$ cat config.mk
export PLATFORM = sky130hd
export DESIGN_NAME = prng_ctrl
export DESIGN_NICKNAME = d
export VERILOG_FILES = /design/src/rtl/prng_ctrl.sv
export SDC_FILE = /design/constraint.sdc
export NUM_CORES = 1
export LEC_CHECK = 0
export CAP_MARGIN = 15
export CORE_ASPECT_RATIO = 1.1
export CORE_MARGIN = 8
export CORE_UTILIZATION = 39
export CTS_CLUSTER_DIAMETER = 50
export DETAILED_ROUTE_END_ITERATION = 16
export PLACE_DENSITY = 0.79
export SETUP_SLACK_MARGIN = 0.2
export SYNTH_ARGS = -nofsm -noshare
export SYNTH_HDL_FRONTEND = slang
export SYNTH_SLANG_ARGS = --single-unit
export TNS_END_PERCENT = 50
$ cat constraint.sdc
create_clock -name clk -period 2.15 [get_ports clk]
set_input_delay 0.5375 -clock clk [delete_from_list [all_inputs] [get_ports clk]]
set_output_delay 0.5375 -clock clk [all_outputs]
set_load 0.01 [all_outputs]
$ cat src/rtl/prng_ctrl.sv
// rtl/prng_ctrl.sv - round-robin controller sharing one prng_lcg between requesters
//
// Purpose: arbitrates draw/seed commands from REQ_N requesters, issues a
// single-cycle command to the PRNG, samples the PRNG output and returns it
// over a per-requester valid/ready response channel. Outside a transaction
// the PRNG is held in halt (prng_typ_sel = 0).
//
// Ports:
//   clk, rst_b             clock, asynchronous active-low reset
//   req_vld/req_cmd        per-requester request and command (0 draw, 1 seed)
//   req_dat                per-requester seed, slice i = [i*W +: W]
//   req_gnt                one-hot one-cycle acceptance pulse
//   rsp_vld/rsp_rdy        one-hot response valid, per-requester ready
//   rsp_dat                shared response data
//   prng_typ_sel           PRNG command: 0 halt, 1 step, 2 load seed
//   prng_t_sel/prng_t_dat  PRNG seed-load select and value
//   prng_r_dat             PRNG current output
//   draw_cnt               32-bit draw counter (only with PRNG_CTRL_DRAW_CNT_EN)
//
// Optional feature macro: PRNG_CTRL_DRAW_CNT_EN

module prng_ctrl #(
    parameter int REQ_N      = 2,
    parameter int PRNG_DAT_W = 25
) (
    input  logic                        clk,
    input  logic                        rst_b,
    input  logic [REQ_N-1:0]            req_vld,
    input  logic [REQ_N-1:0]            req_cmd,
    input  logic [REQ_N*PRNG_DAT_W-1:0] req_dat,
    output logic [REQ_N-1:0]            req_gnt,
    output logic [REQ_N-1:0]            rsp_vld,
    input  logic [REQ_N-1:0]            rsp_rdy,
    output logic [PRNG_DAT_W-1:0]       rsp_dat,
    output logic [1:0]                  prng_typ_sel,
    output logic                        prng_t_sel,
    output logic [PRNG_DAT_W-1:0]       prng_t_dat,
    input  logic [PRNG_DAT_W-1:0]       prng_r_dat
`ifdef PRNG_CTRL_DRAW_CNT_EN
    ,
    output logic [31:0]                 draw_cnt
`endif
);

    localparam int IDX_W = $clog2(REQ_N);

    localparam logic [1:0] S_IDLE   = 2'd0;
    localparam logic [1:0] S_EXEC   = 2'd1;
    localparam logic [1:0] S_SAMPLE = 2'd2;
    localparam logic [1:0] S_RESP   = 2'd3;

    localparam logic [1:0] TYP_HALT = 2'd0;
    localparam logic [1:0] TYP_STEP = 2'd1;
    localparam logic [1:0] TYP_LOAD = 2'd2;

    logic [1:0]            state_q, state_d;
    logic [IDX_W-1:0]      ptr_q, ptr_d;
    logic [IDX_W-1:0]      idx_q, idx_d;
    logic [REQ_N-1:0]      gnt_q, gnt_d;
    logic [REQ_N-1:0]      rsp_vld_q, rsp_vld_d;
    logic [PRNG_DAT_W-1:0] rsp_dat_q, rsp_dat_d;
    logic [1:0]            typ_q, typ_d;
    logic                  tsel_q, tsel_d;
    logic [PRNG_DAT_W-1:0] tdat_q, tdat_d;

`ifdef PRNG_CTRL_DRAW_CNT_EN
    logic                  cmd_q, cmd_d;
    logic [31:0]           cnt_q, cnt_d;
`endif

    logic                  win_found;
    logic [IDX_W-1:0]      win_idx;
    logic [IDX_W-1:0]      cand;

    // Search upward from the pointer, wrapping, so the requester just served
    // is checked last on the next arbitration.
    always_comb begin
        win_found = 1'b0;
        win_idx   = '0;
        cand      = '0;
        for (int k = 0; k < REQ_N; k++) begin
            cand = IDX_W'((int'(ptr_q) + k) % REQ_N);
            if (!win_found && req_vld[cand]) begin
                win_found = 1'b1;
                win_idx   = cand;
            end
        end
    end

    always_comb begin
        state_d   = state_q;
        ptr_d     = ptr_q;
        idx_d     = idx_q;
        gnt_d     = '0;
        rsp_vld_d = rsp_vld_q;
        rsp_dat_d = rsp_dat_q;
        typ_d     = TYP_HALT;
        tsel_d    = 1'b0;
        tdat_d    = '0;
`ifdef PRNG_CTRL_DRAW_CNT_EN
        cmd_d     = cmd_q;
        cnt_d     = cnt_q;
`endif
        case (state_q)
            S_IDLE: begin
                if (win_found) begin
                    idx_d          = win_idx;
                    gnt_d[win_idx] = 1'b1;
                    state_d        = S_EXEC;
`ifdef PRNG_CTRL_DRAW_CNT_EN
                    cmd_d          = req_cmd[win_idx];
`endif
                    if (req_cmd[win_idx]) begin
                        typ_d  = TYP_LOAD;
                        tsel_d = 1'b1;
                        tdat_d = req_dat[win_idx*PRNG_DAT_W +: PRNG_DAT_W];
                    end else begin
                        typ_d  = TYP_STEP;
                    end
                end
            end
            // Command outputs fall back to their defaults here, so the PRNG
            // sees exactly one command cycle.
            S_EXEC: begin
                state_d = S_SAMPLE;
            end
            S_SAMPLE: begin
                rsp_dat_d        = prng_r_dat;
                rsp_vld_d        = '0;
                rsp_vld_d[idx_q] = 1'b1;
                state_d          = S_RESP;
`ifdef PRNG_CTRL_DRAW_CNT_EN
                if (!cmd_q) begin
                    cnt_d = cnt_q + 32'd1;
                end
`endif
            end
            default: begin
                if (rsp_rdy[idx_q]) begin
                    rsp_vld_d = '0;
                    ptr_d     = (idx_q == IDX_W'(REQ_N - 1)) ? '0 : idx_q + 1'b1;
                    state_d   = S_IDLE;
                end
            end
        endcase
    end

    always_ff @(posedge clk or negedge rst_b) begin
        if (!rst_b) begin
            state_q   <= S_IDLE;
            ptr_q     <= '0;
            idx_q     <= '0;
            gnt_q     <= '0;
            rsp_vld_q <= '0;
            rsp_dat_q <= '0;
            typ_q     <= TYP_HALT;
            tsel_q    <= 1'b0;
            tdat_q    <= '0;
`ifdef PRNG_CTRL_DRAW_CNT_EN
            cmd_q     <= 1'b0;
            cnt_q     <= '0;
`endif
        end else begin
            state_q   <= state_d;
            ptr_q     <= ptr_d;
            idx_q     <= idx_d;
            gnt_q     <= gnt_d;
            rsp_vld_q <= rsp_vld_d;
            rsp_dat_q <= rsp_dat_d;
            typ_q     <= typ_d;
            tsel_q    <= tsel_d;
            tdat_q    <= tdat_d;
`ifdef PRNG_CTRL_DRAW_CNT_EN
            cmd_q     <= cmd_d;
            cnt_q     <= cnt_d;
`endif
        end
    end

    assign req_gnt      = gnt_q;
    assign rsp_vld      = rsp_vld_q;
    assign rsp_dat      = rsp_dat_q;
    assign prng_typ_sel = typ_q;
    assign prng_t_sel   = tsel_q;
    assign prng_t_dat   = tdat_q;
`ifdef PRNG_CTRL_DRAW_CNT_EN
    assign draw_cnt     = cnt_q;
`endif

endmodule

== Word level (Yosys, flattened, before mapping) ==
Index checks and enable logic that the tools add are counted.

* Equality and inequality tests: 3
* Reductions and logical operators: 13
* Add/sub/neg operators: 2
* Shifts and indexed selects: 1
* Bitwise logic cells: 2
* Multiplexer cells: 32
* $mul: 1
* Order comparisons: 6

{| class="wikitable"
|+ Operators by type and width
! cell !! count
|-
| 25-bit 2-to-1 mux || 3
|-
| 50-bit by 7-bit variable part select with 25-bit output || 1
|-
| 1-bit 2-to-1 mux || 18
|-
| 2-bit 2-to-1 mux || 7
|-
| 1-bit by 2-bit less-than comparator with 1-bit output, second input constant || 4
|-
| 2-bit AND reduction || 4
|-
| 1-bit by 5-bit multiplier with 6-bit output, second input constant || 1
|-
| 2-bit case mux with 3 select lines || 1
|-
| 2-bit case mux with 2 select lines || 1
|-
| 4-bit nonzero test || 1
|-
| 1-bit logical AND || 3
|-
| 3-bit OR reduction || 1
|-
| 1-bit adder, second input constant || 2
|-
| 1-bit demux with 1-bit select || 2
|-
| 2-bit by 1-bit equality test with 1-bit output, second input constant || 1
|-
| 2-bit equality test, second input constant || 1
|-
| 1-bit greater-or-equal comparator, second input constant || 2
|-
| 2-bit logical NOT || 1
|-
| 2-bit inequality test, second input constant || 1
|-
| 1-bit inverter || 2
|-
| 2-bit nonzero test || 1
|-
| 2-bit OR reduction || 1
|-
| 1-bit logical NOT || 1
|}

* Bits in registers: 61
* Logic and storage cells: 69
* Output and inout port bits: 57

== Logic depth before layout (Yosys ltp) ==
Gate-level depths: netlist (run 1).

* Word-level depth: 12
* Mapped depth: 6

== Least setup slack after synthesis (run 1) ==
Ideal clock, no wire load.

* Kind: reg2reg
* Start point: register state_q[0]
* End point: register rsp_dat_q[17], in the netlist rsp_dat[17]
* Path buffers: 1
* Slack: 668 ps
* Data required time: 2025 ps
* Stages on the path, launching flop included: 5
* Arrival time: 1357 ps
* Cells stage by stage: dfrtp_1 inv_1 ha_1 buf_1 mux2_2

* Longest elaborated chain between the ends: 1

{| class="wikitable"
|+ RTL lines
! element !! line !! RTL
|-
| start: declaration || 56 || <nowiki>logic [1:0] state_q, state_d;</nowiki>
|-
| start signal: assignment || 164 || <nowiki>state_q <= state_d;</nowiki>
|-
| 2-bit equality test || 104 || <nowiki>case (state_q)</nowiki>
|-
| end signal: assignment || 169 || <nowiki>rsp_dat_q <= rsp_dat_d;</nowiki>
|-
| end: declaration || 61 || <nowiki>logic [PRNG_DAT_W-1:0] rsp_dat_q, rsp_dat_d;</nowiki>
|}

Every way passes these cells.
A chain may end at the register's enable or synchronous reset.

== Worst setup path in the final report (run 1) ==
* Start point: register rsp_vld_q[1], in the netlist rsp_vld[1]
* End point: output port rsp_vld[1]

{| class="wikitable"
|+ RTL lines
! element !! line !! RTL
|-
| start: declaration || 60 || <nowiki>logic [REQ_N-1:0] rsp_vld_q, rsp_vld_d;</nowiki>
|-
| start signal: assignment || 168 || <nowiki>rsp_vld_q <= rsp_vld_d;</nowiki>
|-
| end: declaration || 32 || <nowiki>output logic [REQ_N-1:0] rsp_vld,</nowiki>
|}

No word-level cell between the ends.

==> results of run 1 <==
## stage by stage
stage	hold WS, ps	util (%)
floorplan	242	-
global placement	488	62.5
detailed placement	495	62.5
CTS	199	64.9
global route	201	64.9
finish	197	64.9
## worst reg2reg max path, stage by stage (launching register included)
cell and delay, ps:
dfrtp_1 410, inv_1 110, ha_1 340, nor3_1 110
a22oi_1 170, mux2_2 350
## worst max-delay path by stage
stage / slack, ps / startpoint / endpoint / depth (start not counted)
after floorplan: 670 / state_q[0] / rsp_dat[17] / 4
after global placement: 160 / req_vld[1] / state_q[1] / 5
after detailed placement: 90 / req_vld[0] / prng_t_dat[16] / 5
after CTS: 320 / rsp_vld[1] / rsp_vld[1] / 1
after global routing: 280 / rsp_vld[1] / rsp_vld[1] / 1
final: 340 / rsp_vld[1] / rsp_vld[1] / 1
## cells by family after synthesis
family          Yosys count
compound gates           65
fa+ha+maj                 4
buf+inv                  27
flops                    60
mux                      27
simple gates             39
## metal layers
layer	vias to the layer above	share of wire, %	track usage, %
met3	6	11	7.64
met1	1080	38	17.7
met5	-	0	0
met2	94	50	26.6
met4	0	1.3	6.96
li1	1090	-	-
## where the power goes
group	switching, mW	internal, mW
registers	0.198	1.50
logic	0.898	1.20
clock network	0.395	0.430
## sequential cells by signal (all words and copies together) (netlist names)
| register | flops |
|---|---|
| prng_t_dat | 25 |
| req_gnt | 2 |
| rsp_dat | 25 |
| state_q | 2 |
| prng_t_sel | 1 |
| idx_q | 1 |
| rsp_vld | 2 |
| prng_typ_sel | 1 |
| ptr_q | 1 |
## area by class of cell
class	count	area share [%]
Tap cell	82	2.41
Clock buffer	11	3.32
Sequential cell	60	35.3
Multi-Input combinational cell	135	23.2
Clock inverter	3	0.353
Timing Repair Buffer	148	34.8
Inverter	8	0.706
## synth_stat cells
cell,number
buf_4,4
a22o_1,2
a32oi_1,1
clkbuf_1,5
buf_2,8
mux2_2,26
a21boi_1,1
a21oi_1,3
ha_1,4
and2_1,1
a32oi_4,1
o31ai_1,2
inv_1,7
a211oi_1,25
nor3_1,2
nand3_1,25
inv_2,1
mux2i_1,1
nor2_1,5
a31oi_1,1
nand2b_1,1
buf_1,2
dfrtp_1,60
and2b_2,1
nand2_1,2
nor3b_1,1
nor2b_1,1
o21ai_0,27
a311oi_1,1
a22oi_1,1
==> metrics, run 1 <==
status finished clean; Cell Pwr Density 1090 nW/um2; worst hold path class in2async; sequential fraction of the synthesis area 57.4%; peak per-stage delay on the critical path 560 ps; clk buf depth 2; Antenna diodes 0; drt total wl about 7.6 mm; Post-Synthesis Cell Area approximately 2600 um2; post-synthesis mux area share 11.6%; post-cts sizing count 0; area leader, netlist dfrtp_1; Synth warnings 0; clock sink count 60; Tcrit/Tclk final between 80 and 90%; Die Y 102 um; Sequential Area 1500 um2; CP max stage cell clkdlybuf4s50_1; RR Startpoint state_q[0]; I/O Buffers 139; reg2reg path depth 5; critical path peak fanout 3; Final setup viols 0; Synth Area per Inst 11.8 um2; Rows 31; first-pass GRT wire length about 12 mm; Hold Violations, Final 0; commonest non-fill, non-tap cell in the layout clkdlybuf4s50_1; area growth from synthesis to layout 62.8%; overall power 4.62 mW; #FFs+latches synth 60; Final Skew 5.72 ps; via/cell ratio 5.08; Reg2Reg Setup Slack 550 ps; Cell Count, Final, Fillers Out 447; H-tree levels 3; Final nets 449; multi-input logic area 986 um2; crit-path cells clkdlybuf4s50_1; XOR/XNOR Fraction of Synth Area 0%; final setup margin 341 ps; adder-cell share of the synthesized area 1.91%; Root Buffer clkbuf_8; Reg clk slew, reported paths 60 ps; commonest cells after routing, fill and taps aside clkdlybuf4s50_1, dfrtp_1, o21ai_0; Post-Place Cells 433; Reg2Reg Capture Point state_q[1]; post-synthesis cell count 222; library cells used by synthesis 30; WP buf/inv 1; drt first pass iters 4; syn_nets 309; Placer Congestion ~0.8; residual DRC count 0; all-layer global routing usage 16.3%; Max Freq 553 MHz; LEAKAGE 1.75 nW; min Tclk post-route 1810 ps; CTS tree done; startpoint types flip-flop; routed len/inst 17.0 um; Starting Density between 30% and 40%; largest net degree at the start of global routing 61; Synth top area share 57.4%; layout cell share with drive strength beyond 1 between 10 and 15%; die area 9580 um2; # hold bufs at CTS 0; Max transition margin 67.6%; Worst-Skew Late Latency between 300 and 400 ps; Final ANT Viol Nets 0; Post-DP HPWL 5.82 mm; CTS Buf Count 9; # fillers 534; Compound-Gate Fraction of Synth Area 16.7%; Chip Width 94.1 um; Simple-Gate Fraction of Synth Area 7.52%; design area 4260 um2; Placed Area 4100 um2; worst slack, placed approximately 86 ps; Sum Neg Setup Slack 0 ps; Critical Path RT 1610 ps; core area 6560 um2; largest family of logic cells by synthesized area compound AO/OA/AOI/OAI gates; final global-route overflow total 0; peak supply drop 621 uV; ranking of synthesized cells by area dfrtp_1, mux2_2, a211oi_1; CP Data Arrival Time 1270 ps; kind of critical path reg2out; post-CTS setup buffer count 0; detailed router's first-iteration violation count 94; Slew @ Worst Pin 485 ps; crit end category output pin; via total after detailed routing around 2,300; final-report max-slew violation count 0; IO Pins 140; initial antenna violation count 0; RSZ-0062 raised after global routing false; maxcap violations 0; CP delay by family, top buffers and inverters; number of global-route vias before repair approximately 2,400
(Power assumes the default switching activity.)
==> run 2, diff against run 1 <==
CORE_UTILIZATION = 35   (was 39)
PLACE_DENSITY = 0.75   (was 0.79)
clock period = 1.6 ns   (was 2.15 ns; I/O delays follow)
==> run 2 against run 1 <==
  * Combinational power up 41%
  * Sequential share of layout area down 1.4 points
  * Routed wire length up 8.1%
  * Critical path depth up 4
  * Design area up 4.1%
  * Non-clock buffer count up 12
  * Clock skew up 1.1 ps
  * Sequential cell count unchanged
  * Via count up 4.2%
  * First-iteration DRC count down 19%
  * Utilization down 4.7 points
  * Count of clock-buffer cells in the layout unchanged
  * Critical endpoint is now state_q[1]
  * Largest cell class is now buffers
==> metrics, run 2 (synthesis gave the netlist of run 1 again) <==
worst slack, placed -212 ps; area growth from synthesis to layout 69.5%; number of global-route vias before repair 2,652; Die Y 107 um; Critical Path RT 1810 ps; die area 10,500 um2; initial antenna violation count 1; Cell Pwr Density 1440 nW/um2; Post-DP HPWL 6.00 mm; CP Data Arrival Time 1590 ps; LEAKAGE 1.96 nW; Rows 33; Max Freq 723 MHz; first-pass GRT wire length 13.0 mm; residual DRC count 0; # fillers 625; drt total wl approximately 8.2 mm; clock sink count 60; startpoint types flip-flop; all-layer global routing usage 15.4%; RR Startpoint state_q[1]; clk buf depth 2; Root Buffer clkbuf_8; IO Pins 140; final-report max-slew violation count 0; multi-input logic area 1040 um2; worst hold path class in2async; # hold bufs at CTS 0; Max transition margin 65.9%; layout cell share with drive strength beyond 1 19.4%; critical path peak fanout 6; final global-route overflow total 0; status finished clean; detailed router's first-iteration violation count 76; largest net degree at the start of global routing 61; Chip Width 98.4 um; kind of critical path reg2reg; Starting Density 35.6%; Hold Violations, Final 0; RSZ-0062 raised after global routing true; drt first pass iters 4; via/cell ratio roughly 5; Final Skew 6.87 ps; Final ANT Viol Nets 0; Slew @ Worst Pin 511 ps; H-tree levels 3; Placer Congestion approximately 0.78; core area 7350 um2; Sequential Area 1500 um2; final setup margin ~220 ps; Reg clk slew, reported paths 70 ps; commonest non-fill, non-tap cell in the layout clkdlybuf4s50_1; commonest cells after routing, fill and taps aside clkdlybuf4s50_1, dfrtp_1, clkdlybuf4s15_1; Tcrit/Tclk final 86.4%; Worst-Skew Late Latency 330 ps; via total after detailed routing 2,366; Final nets 461; Sum Neg Setup Slack 0 ps; maxcap violations 0; Final setup viols 0; routed len/inst 17.6 um; overall power 6.38 mW; Critical path origin state_q[1]; min Tclk post-route 1380 ps; I/O Buffers 139; peak supply drop ~550 uV; crit end category flip-flop; CTS tree done; CTS Buf Count 9
==> run 2: path summary, 6_finish.rpt <==
kind	to	slack (ps)	cells past startpoint
min in group clk	rsp_dat[14]	500	1
min	rsp_dat[20]	60	2
max reg2reg	state_q[1]	220	5
min reg2reg	rsp_dat[14]	500	1
max	state_q[1]	220	5
max in group asynchronous	state_q[1]	1250	2
==> run 2: worst max-delay path, cell delays in order (launching register included) <==
cell and delay (ps):
dfrtp_2 460, inv_4 90, ha_4 160, nor3_1 60, a22oi_1 140, mux2_2 350
==> run 2: area by class of cell <==
class	instances	area share, %
Clock buffer	11	3.19
Sequential cell	60	33.9
Inverter	8	0.734
Antenna cell	1	0.0565
Clock inverter	3	0.339
Tap cell	87	2.46
Multi-Input combinational cell	135	23.5
Timing Repair Buffer	160	35.8
==> run 2: timing repair <==
| action | 4_1_cts | 5_1_grt |
|---|---|---|
| setup endpoints to repair | 88 | 53 |
| buffers inserted | 0 | 2 |
| gates cloned | 0 | 1 |
| gates resized for setup | 93 | 10 |
| pin swaps | 1 | 0 |
==> run 2: metal layers <==
layer | up-vias | track usage, % | share of wire (%)
met3 | 20 | 6.42 | 9.6
met1 | 1127 | 16.2 | 38
met2 | 107 | 25.4 | 49
met4 | 0 | 9.33 | 3.5
li1 | 1112 | - | -
met5 | - | 0 | 0
==> run 2: report_power, final <==
part           internal (mW)  switching [mW]  leakage (nW)
registers               2.01           0.264         0.763
logic                   1.63            1.35          1.12
clock network          0.579           0.549        0.0848
==> run 2: per-stage QoR <==
step           instances  util [%]  hold slack (ps)  cell area [um2]
2_1_floorplan        222         -              104             2620
3_5_place_dp         447      57.3              432             4210
5_1_grt              465      60.3             73.8             4430
6_report             465      60.3             63.6             4430
4_1_cts              461      59.2             72.3             4350
3_3_place_gp         447      57.3              429             4210
